==> config.mk <==
export PLATFORM = sky130hd
export DESIGN_NAME = sprite_compositor_avl_flat
export DESIGN_NICKNAME = d
export VERILOG_FILES = /design/src/rtl/sprite_compositor_avl_if.sv /design/src/rtl/sprite_compositor_avl.sv /design/src/flat_wrapper.sv
export SDC_FILE = /design/constraint.sdc
export NUM_CORES = 1
export LEC_CHECK = 0
export BUFFER_PORTS_ARGS = -buffer_cell sky130_fd_sc_hd__buf_2
export CORE_MARGIN = 10
export CORE_UTILIZATION = 55
export CTS_CLUSTER_SIZE = 20
export DETAILED_ROUTE_END_ITERATION = 8
export GPL_ROUTABILITY_DRIVEN = 0
export GPL_TIMING_DRIVEN = 0
export PLACE_DENSITY = 0.75
export SETUP_SLACK_MARGIN = 0.02
export SLEW_MARGIN = 20
export SYNTH_ARGS = -nofsm -noshare
export SYNTH_HDL_FRONTEND = slang
export SYNTH_SLANG_ARGS = --single-unit
==> constraint.sdc <==
create_clock -name CLK -period 10.8 [get_ports CLK]
set_input_delay 1.08 -clock CLK [delete_from_list [all_inputs] [get_ports CLK]]
set_output_delay 1.08 -clock CLK [all_outputs]
set_load 0.01 [all_outputs]
==> src/rtl/sprite_compositor_avl_if.sv <==
// Avalon-MM slave bundle for the sprite compositor descriptor/control registers.
interface sprite_compositor_avl_if;
    logic        AVL_READ;
    logic        AVL_WRITE;
    logic        AVL_CS;
    logic [3:0]  AVL_BYTE_EN;
    logic [4:0]  AVL_ADDR;
    logic [31:0] AVL_WRITEDATA;
    logic [31:0] AVL_READDATA;

    modport master (output AVL_READ, AVL_WRITE, AVL_CS, AVL_BYTE_EN, AVL_ADDR, AVL_WRITEDATA,
                    input  AVL_READDATA);
    modport slave  (input  AVL_READ, AVL_WRITE, AVL_CS, AVL_BYTE_EN, AVL_ADDR, AVL_WRITEDATA,
                    output AVL_READDATA);
endinterface

==> src/rtl/sprite_compositor_avl.sv <==
// Double-buffered sprite descriptor bank with a 3-cycle pixel pipeline driving a sprite-sheet ROM.
// Define SPRITE_HFLIP_EN to make descriptor bit 10 mirror the sprite horizontally.
module sprite_compositor_avl #(
    parameter int SPRITE_NUM = 8,
    parameter int SPRITE_W   = 30,
    parameter int SPRITE_H   = 50,
    parameter int SHEET_COLS = 10,
    parameter int POSE_MAX   = 80,
    parameter int SHEET_W    = 300,
    parameter int ROM_AW     = 16,
    parameter int TRANSP_IDX = 0,
    parameter int BG_IDX     = 0
) (
    input  logic                   CLK,
    input  logic                   RESET,
    sprite_compositor_avl_if.slave avl,
    input  logic [9:0]             drawx,
    input  logic [9:0]             drawy,
    input  logic                   frame_start,
    output logic [ROM_AW-1:0]      rom_addr,
    input  logic [7:0]             rom_data,
    output logic [7:0]             color_index,
    output logic [1:0]             game_status
);
    localparam int         IW        = (SPRITE_NUM > 1) ? $clog2(SPRITE_NUM) : 1;
    localparam logic [4:0] CTRL_ADDR = 5'd16;

    logic [31:0] r_pend     [SPRITE_NUM];
    logic [9:0]  r_act_x    [SPRITE_NUM];
    logic [9:0]  r_act_y    [SPRITE_NUM];
    logic        r_act_en   [SPRITE_NUM];
    logic [6:0]  r_act_pose [SPRITE_NUM];
`ifdef SPRITE_HFLIP_EN
    logic        r_act_flip [SPRITE_NUM];
`endif
    logic [2:0]            r_ctrl;
    logic [SPRITE_NUM-1:0] r_hit_vec;
    logic [9:0]            r_px;
    logic [9:0]            r_py;
    logic                  r_hit_s2;
    logic                  r_hit_s3;

    logic                  w_wr;
    logic                  w_rd;
    logic                  w_desc_sel;
    logic                  w_commit;
    logic [2:0]            w_ctrl_next;
    logic [SPRITE_NUM-1:0] w_hit_vec;
    logic [IW-1:0]         w_sel;
    logic                  w_any;
    logic [31:0]           w_pose;
    logic [31:0]           w_dx;
    logic [31:0]           w_dy;
    logic [ROM_AW-1:0]     w_addr;

    function automatic logic [31:0] f_merge(input logic [31:0] old_v, input logic [31:0] new_v,
                                            input logic [3:0] be);
        logic [31:0] res;
        res = old_v;
        for (int b = 0; b < 4; b++)
            if (be[b]) res[8*b +: 8] = new_v[8*b +: 8];
        return res;
    endfunction

    assign w_wr        = avl.AVL_CS & avl.AVL_WRITE;
    assign w_rd        = avl.AVL_CS & avl.AVL_READ;
    assign w_desc_sel  = 32'(avl.AVL_ADDR) < SPRITE_NUM;
    assign w_commit    = frame_start & r_ctrl[2];
    assign game_status = r_ctrl[1:0];

    // A control write landing on a commit frame wins, so a commit set then waits for the next frame.
    always_comb begin
        w_ctrl_next = r_ctrl;
        if (w_commit) w_ctrl_next[2] = 1'b0;
        if (w_wr && avl.AVL_ADDR == CTRL_ADDR && avl.AVL_BYTE_EN[0])
            w_ctrl_next = avl.AVL_WRITEDATA[2:0];
    end

    always_ff @(posedge CLK) begin
        if (RESET) begin
            r_ctrl <= '0;
            for (int i = 0; i < SPRITE_NUM; i++) begin
                r_pend[i]     <= '0;
                r_act_x[i]    <= '0;
                r_act_y[i]    <= '0;
                r_act_en[i]   <= 1'b0;
                r_act_pose[i] <= '0;
`ifdef SPRITE_HFLIP_EN
                r_act_flip[i] <= 1'b0;
`endif
            end
        end else begin
            r_ctrl <= w_ctrl_next;
            for (int i = 0; i < SPRITE_NUM; i++) begin
                if (w_wr && avl.AVL_ADDR == 5'(i))
                    r_pend[i] <= f_merge(r_pend[i], avl.AVL_WRITEDATA, avl.AVL_BYTE_EN);
                if (w_commit) begin
                    r_act_x[i]    <= r_pend[i][31:22];
                    r_act_y[i]    <= r_pend[i][21:12];
                    r_act_en[i]   <= r_pend[i][11];
                    r_act_pose[i] <= r_pend[i][6:0];
`ifdef SPRITE_HFLIP_EN
                    r_act_flip[i] <= r_pend[i][10];
`endif
                end
            end
        end
    end

    always_ff @(posedge CLK) begin
        if (RESET)
            avl.AVL_READDATA <= '0;
        else if (w_rd) begin
            if (w_desc_sel)                      avl.AVL_READDATA <= r_pend[avl.AVL_ADDR[IW-1:0]];
            else if (avl.AVL_ADDR == CTRL_ADDR)  avl.AVL_READDATA <= {29'd0, r_ctrl};
            else                                 avl.AVL_READDATA <= '0;
        end
    end

    // 11-bit compares so a sprite near x=1023 does not wrap to the left edge.
    always_comb begin
        w_hit_vec = '0;
        for (int i = 0; i < SPRITE_NUM; i++)
            w_hit_vec[i] = r_act_en[i] && ({1'b0, r_act_pose[i]} < 8'(POSE_MAX))
                        && ({1'b0, drawx} >= {1'b0, r_act_x[i]})
                        && ({1'b0, drawx} <  {1'b0, r_act_x[i]} + 11'(SPRITE_W))
                        && ({1'b0, drawy} >= {1'b0, r_act_y[i]})
                        && ({1'b0, drawy} <  {1'b0, r_act_y[i]} + 11'(SPRITE_H));
    end

    always_comb begin
        w_sel = '0;
        w_any = 1'b0;
        for (int i = SPRITE_NUM - 1; i >= 0; i--) begin
            if (r_hit_vec[i]) begin
                w_sel = IW'(i);
                w_any = 1'b1;
            end
        end
    end

    always_comb begin
        w_pose = 32'(r_act_pose[w_sel]);
        w_dx   = 32'(r_px - r_act_x[w_sel]);
        w_dy   = 32'(r_py - r_act_y[w_sel]);
`ifdef SPRITE_HFLIP_EN
        if (r_act_flip[w_sel]) w_dx = 32'(SPRITE_W - 1) - w_dx;
`endif
        w_addr = ROM_AW'(((w_pose / SHEET_COLS) * SPRITE_H + w_dy) * SHEET_W
                         + (w_pose % SHEET_COLS) * SPRITE_W + w_dx);
    end

    always_ff @(posedge CLK) begin
        if (RESET) begin
            r_hit_vec   <= '0;
            r_px        <= '0;
            r_py        <= '0;
            r_hit_s2    <= 1'b0;
            r_hit_s3    <= 1'b0;
            rom_addr    <= '0;
            color_index <= 8'(BG_IDX);
        end else begin
            r_hit_vec   <= w_hit_vec;
            r_px        <= drawx;
            r_py        <= drawy;
            r_hit_s2    <= w_any;
            rom_addr    <= w_any ? w_addr : '0;
            r_hit_s3    <= r_hit_s2;
            color_index <= (r_hit_s3 && rom_data != 8'(TRANSP_IDX)) ? rom_data : 8'(BG_IDX);
        end
    end
endmodule

==> src/flat_wrapper.sv <==
// flat-port wrapper written by rule: the top's interface ports become plain ports
module sprite_compositor_avl_flat 
#(
    parameter int SPRITE_NUM = 8,
    parameter int SPRITE_W   = 30,
    parameter int SPRITE_H   = 50,
    parameter int SHEET_COLS = 10,
    parameter int POSE_MAX   = 80,
    parameter int SHEET_W    = 300,
    parameter int ROM_AW     = 16,
    parameter int TRANSP_IDX = 0,
    parameter int BG_IDX     = 0
)
  (CLK, RESET, drawx, drawy, frame_start, rom_addr, rom_data, color_index, game_status, avl_AVL_READ, avl_AVL_WRITE, avl_AVL_CS, avl_AVL_BYTE_EN, avl_AVL_ADDR, avl_AVL_WRITEDATA, avl_AVL_READDATA);
  sprite_compositor_avl_if avl_i ();
  input  logic CLK;
  input  logic RESET;
  input  logic [9:0] drawx;
  input  logic [9:0] drawy;
  input  logic frame_start;
  output logic [ROM_AW-1:0] rom_addr;
  input  logic [7:0] rom_data;
  output logic [7:0] color_index;
  output logic [1:0] game_status;
  input wire logic [$bits(avl_i.AVL_READ)-1:0] avl_AVL_READ;
  input wire logic [$bits(avl_i.AVL_WRITE)-1:0] avl_AVL_WRITE;
  input wire logic [$bits(avl_i.AVL_CS)-1:0] avl_AVL_CS;
  input wire logic [$bits(avl_i.AVL_BYTE_EN)-1:0] avl_AVL_BYTE_EN;
  input wire logic [$bits(avl_i.AVL_ADDR)-1:0] avl_AVL_ADDR;
  input wire logic [$bits(avl_i.AVL_WRITEDATA)-1:0] avl_AVL_WRITEDATA;
  output wire logic [$bits(avl_i.AVL_READDATA)-1:0] avl_AVL_READDATA;
  assign avl_i.AVL_READ = avl_AVL_READ;
  assign avl_i.AVL_WRITE = avl_AVL_WRITE;
  assign avl_i.AVL_CS = avl_AVL_CS;
  assign avl_i.AVL_BYTE_EN = avl_AVL_BYTE_EN;
  assign avl_i.AVL_ADDR = avl_AVL_ADDR;
  assign avl_i.AVL_WRITEDATA = avl_AVL_WRITEDATA;
  assign avl_AVL_READDATA = avl_i.AVL_READDATA;
  sprite_compositor_avl #(.SPRITE_NUM(SPRITE_NUM), .SPRITE_W(SPRITE_W), .SPRITE_H(SPRITE_H), .SHEET_COLS(SHEET_COLS), .POSE_MAX(POSE_MAX), .SHEET_W(SHEET_W), .ROM_AW(ROM_AW), .TRANSP_IDX(TRANSP_IDX), .BG_IDX(BG_IDX)) u_core (.CLK(CLK), .RESET(RESET), .avl(avl_i), .drawx(drawx), .drawy(drawy), .frame_start(frame_start), .rom_addr(rom_addr), .rom_data(rom_data), .color_index(color_index), .game_status(game_status));
endmodule
==> impl_metrics.yaml <==
run_status:
  run_status: "completed"
timing:
  timing.final.crit_share_pct: 98.7
  final.min_clock_period_ps: 10660
  hold_viol: 0
  max_freq_ghz: 0.0938
  worst_pin_slew_ps: 1200
  worst_setup_skew_after_layout_ps: 45.3
  rsz0062_at_grt: "yes"
  slew_headroom_pct: 20.1
  finalMaxSlewViolations: 0
  final-setup-viol-count: 0
drt:
  antenna_left: 0
  vias: 28300
  vias_per_cell: 5.94
  avgRoutedWirePerCell_um: 23.9
  firstDrtPassIters: 7
  post-route-drc-count: 0
  route.final.wire_length_um: 114000
  drt_iter0_drc: 3233
global_route:
  first_global_vias: 27500
  grt.total_usage_pct: 27.3
  grt_overflow_total: 0
  global_route_wire_length_before_repair_um: 167000
  largest_net_degree_at_the_start_of_global_routing: 58
  number_of_antenna_violations_at_the_first_check_in_global_routing: 9
placed_design:
  io_buffers: 127
  numPlacedInstances: 4581
  instance_area_after_placement_um2: 40100
  hpwlAfterDp_um: 87100
synth:
  synthesized_area_fraction_occupied_by_ao_oa_aoi_and_oai_cells_pct: 8.96
  synthesized_area_fraction_occupied_by_xor_and_xnor_cells_pct: 4.36
  synthCells: 3516
  ys.flop_type: "sky130_fd_sc_hd__edfxtp_1"
  synth.top_cell.area_share_pct: 37.9
  synth_nets: 4075
  synth.distinct_cells: 71
  synth.top_cells.by_area: "sky130_fd_sc_hd__edfxtp_1, sky130_fd_sc_hd__ha_1, sky130_fd_sc_hd__and2_1, sky130_fd_sc_hd__dfxtp_1, sky130_fd_sc_hd__mux4_2"
  synth_top_family_by_area: "simple AND/OR/NAND/NOR gates"
  average_footprint_of_a_synthesized_cell_um2: 10.8
  post_synth_fa_ha_maj_area_fraction_pct: 17.0
  synth_warnings: 0
  synth-seq-cells: 569
  yosysTopAreaCell: "sky130_fd_sc_hd__edfxtp_1"
  syn_area_um2: 38000
  synth.area.mux_share_pct: 5.75
  synthArstFlopShare_pct: 0
  synth_simple_gate_area_share_pct: 17.4
  synth_enable_flop_cells: 480
  synth.yosys.seq_area_share_pct: 42.6
critical_path:
  crit_path_end_kind: "flop"
  critical_path.most_common_cell: "sky130_fd_sc_hd__ha_4"
  timing.critical_path.from_type: "flop"
  critical_path.max_fanout: 10
  worst_ep_required_time_ps: 11310
  worstSetupPathType: "reg -> reg"
  worst_path_largest_cell_delay_ps: 590
  slowest_cp_cell: "sky130_fd_sc_hd__mux2i_1"
  critical_path_arrival_ps: 11160
clock_network:
  tritoncts: "done"
  clockBufferDepth: 3
  cts_root_buffer: "sky130_fd_sc_hd__clkbuf_16"
  clock-sinks: 569
  clock_insertion_delay_at_the_later_pin_of_the_skew_report_ps: 670
  cts-hold-fix-buffers: 0
  clk_pin_slew_ps: 60
  cts_htree_levels: 2
  cts_made_buffers: 59
floorplan:
  rows: 96
  boundaryPins: 133
  core-area_um2: 68600
  design.die.area_um2: 80100
  die_x_um: 283
  floorplan.initialDensity_pct: 55.5
  die_y_um: 283
flow_run:
  max_cap_violations: 0
finish:
  fin_cells: 4756
  area_growth_syn_to_fin_pct: 14.0
  final_cell_area_um2: 43300
  commonest_cells_after_routing_fill_and_taps_aside: "sky130_fd_sc_hd__edfxtp_1, sky130_fd_sc_hd__ha_1, sky130_fd_sc_hd__and2_1, sky130_fd_sc_hd__inv_1, sky130_fd_sc_hd__nand2_1"
  final_common_cell: "sky130_fd_sc_hd__edfxtp_1"
  fillers: 5223
  fin_nets: 4334
  post_route_cells_drive_above_1_share_pct: 13.9
worst_hold_path:
  hold_path.class: "reg -> reg"
path summary, 6_finish.rpt:
kind                             from                   to  slack (ps)  cells past startpoint
setup reg to reg  u_core.r_hit_vec[6]  u_core.rom_addr[15]         140                     48
hold / removal        u_core.r_hit_s2      u_core.r_hit_s3         480                      1
setup / recovery  u_core.r_hit_vec[6]  u_core.rom_addr[15]         140                     48
hold reg to reg       u_core.r_hit_s2      u_core.r_hit_s3         480                      1
metrics by stage:
| step | util (%) | hold slack [ps] | setup TNS, ps | setup WS [ps] |
|---|---|---|---|---|
| 2_1_floorplan | - | 414 | 0 | 62.0 |
| 3_3_place_gp | 58.2 | 479 | -102680 | -1390 |
| 3_5_place_dp | 58.5 | 468 | -1790 | -1380 |
| 4_1_cts | 62.4 | 485 | 0 | 21.0 |
| 5_1_grt | 63.2 | 488 | -253 | -253 |
| 6_report | 63.2 | 482 | 0 | 142 |
registers in the layout, summed over array words and instances, names as in the netlist, 10 cells and up:
signal	cells
u_core.avl.AVL_READDATA	32
u_core.r_act_pose	56
u_core.r_act_x	80
u_core.r_act_y	80
u_core.r_pend	256
u_core.r_px	10
u_core.r_py	10
u_core.rom_addr	16
cell type report:
| class | instances | area, um^2 | area share, % |
|---|---|---|---|
| inverter | 264 | 993 | 2.29 |
| timing repair buffer | 199 | 1260 | 2.92 |
| sequential | 569 | 16200 | 37.4 |
| multi-input combinational | 2552 | 21200 | 48.8 |
| buffer | 130 | 556 | 1.28 |
| tap | 931 | 1160 | 2.69 |
| clock buffer | 77 | 1590 | 3.68 |
| antenna | 3 | 7.51 | 0.0173 |
| clock inverter | 31 | 397 | 0.915 |
critical path: cells and delay by family, from the launching register on:
family	cells	cell delay [ps]
flip-flops	1	370
AO/OA/AOI/OAI	9	2080
XOR/XNOR	13	2410
multiplexers	1	590
AND/OR/NAND/NOR	6	820
buffers and inverters	9	1320
adder cells (fa/ha/maj)	10	2920
routing by layer:
layer / part of all wire [%] / up-vias / track usage, %
met1: 39 / 13500 / 34.5
met4: 4.9 / 12 / 11.6
met2: 46 / 1478 / 44.5
met3: 10 / 318 / 6.33
li1: - / 12900 / -
met5: 0.060 / - / 0
synthesized netlist by cell type, types with 4 or more instances:
cell type / n
sky130_fd_sc_hd__o21bai_1: 12
sky130_fd_sc_hd__fa_1: 55
sky130_fd_sc_hd__nor2_1: 158
sky130_fd_sc_hd__a21o_1: 86
sky130_fd_sc_hd__xnor2_1: 161
sky130_fd_sc_hd__and2_1: 375
sky130_fd_sc_hd__a21oi_1: 165
sky130_fd_sc_hd__mux4_2: 72
sky130_fd_sc_hd__a31oi_1: 32
sky130_fd_sc_hd__edfxtp_1: 480
sky130_fd_sc_hd__buf_1: 16
sky130_fd_sc_hd__nor2b_1: 193
sky130_fd_sc_hd__nand4b_1: 8
sky130_fd_sc_hd__o21ai_0: 150
sky130_fd_sc_hd__o21ai_1: 4
sky130_fd_sc_hd__nand2b_1: 109
sky130_fd_sc_hd__nor4_1: 21
sky130_fd_sc_hd__dfxtp_1: 89
sky130_fd_sc_hd__o41ai_1: 6
sky130_fd_sc_hd__and3_1: 19
sky130_fd_sc_hd__a311oi_1: 20
sky130_fd_sc_hd__ha_1: 429
sky130_fd_sc_hd__buf_4: 4
sky130_fd_sc_hd__nand4_1: 30
sky130_fd_sc_hd__o22ai_1: 8
sky130_fd_sc_hd__nand3_1: 27
sky130_fd_sc_hd__inv_1: 260
sky130_fd_sc_hd__inv_2: 4
sky130_fd_sc_hd__buf_2: 6
sky130_fd_sc_hd__clkbuf_1: 105
sky130_fd_sc_hd__a22oi_1: 29
sky130_fd_sc_hd__nor3_1: 46
sky130_fd_sc_hd__mux2i_1: 10
sky130_fd_sc_hd__o211ai_1: 8
sky130_fd_sc_hd__mux2_2: 35
sky130_fd_sc_hd__nand2_1: 209
sky130_fd_sc_hd__xor2_1: 23
cell families (layout without fill, tap and decap cells):
| family | after synthesis | after routing |
|---|---|---|
| compound gates | 551 | 551 |
| xor+xnor | 186 | 186 |
| fa+ha+maj | 484 | 484 |
| buf+inv | 395 | 701 |
| flops | 569 | 569 |
| mux | 122 | 122 |
| other cells | 0 | 3 |
| simple gates | 1209 | 1209 |
what timing repair did:
action                     in CTS  in global routing
cloned                          0                  0
setup endpoints to repair       3                  1
pin swaps                      54                 63
resized for setup              64                 76
buffers inserted               43                 22
Power is not shown: default switching activity piles up to over one toggle a cycle in this logic, so the estimate is an artifact.
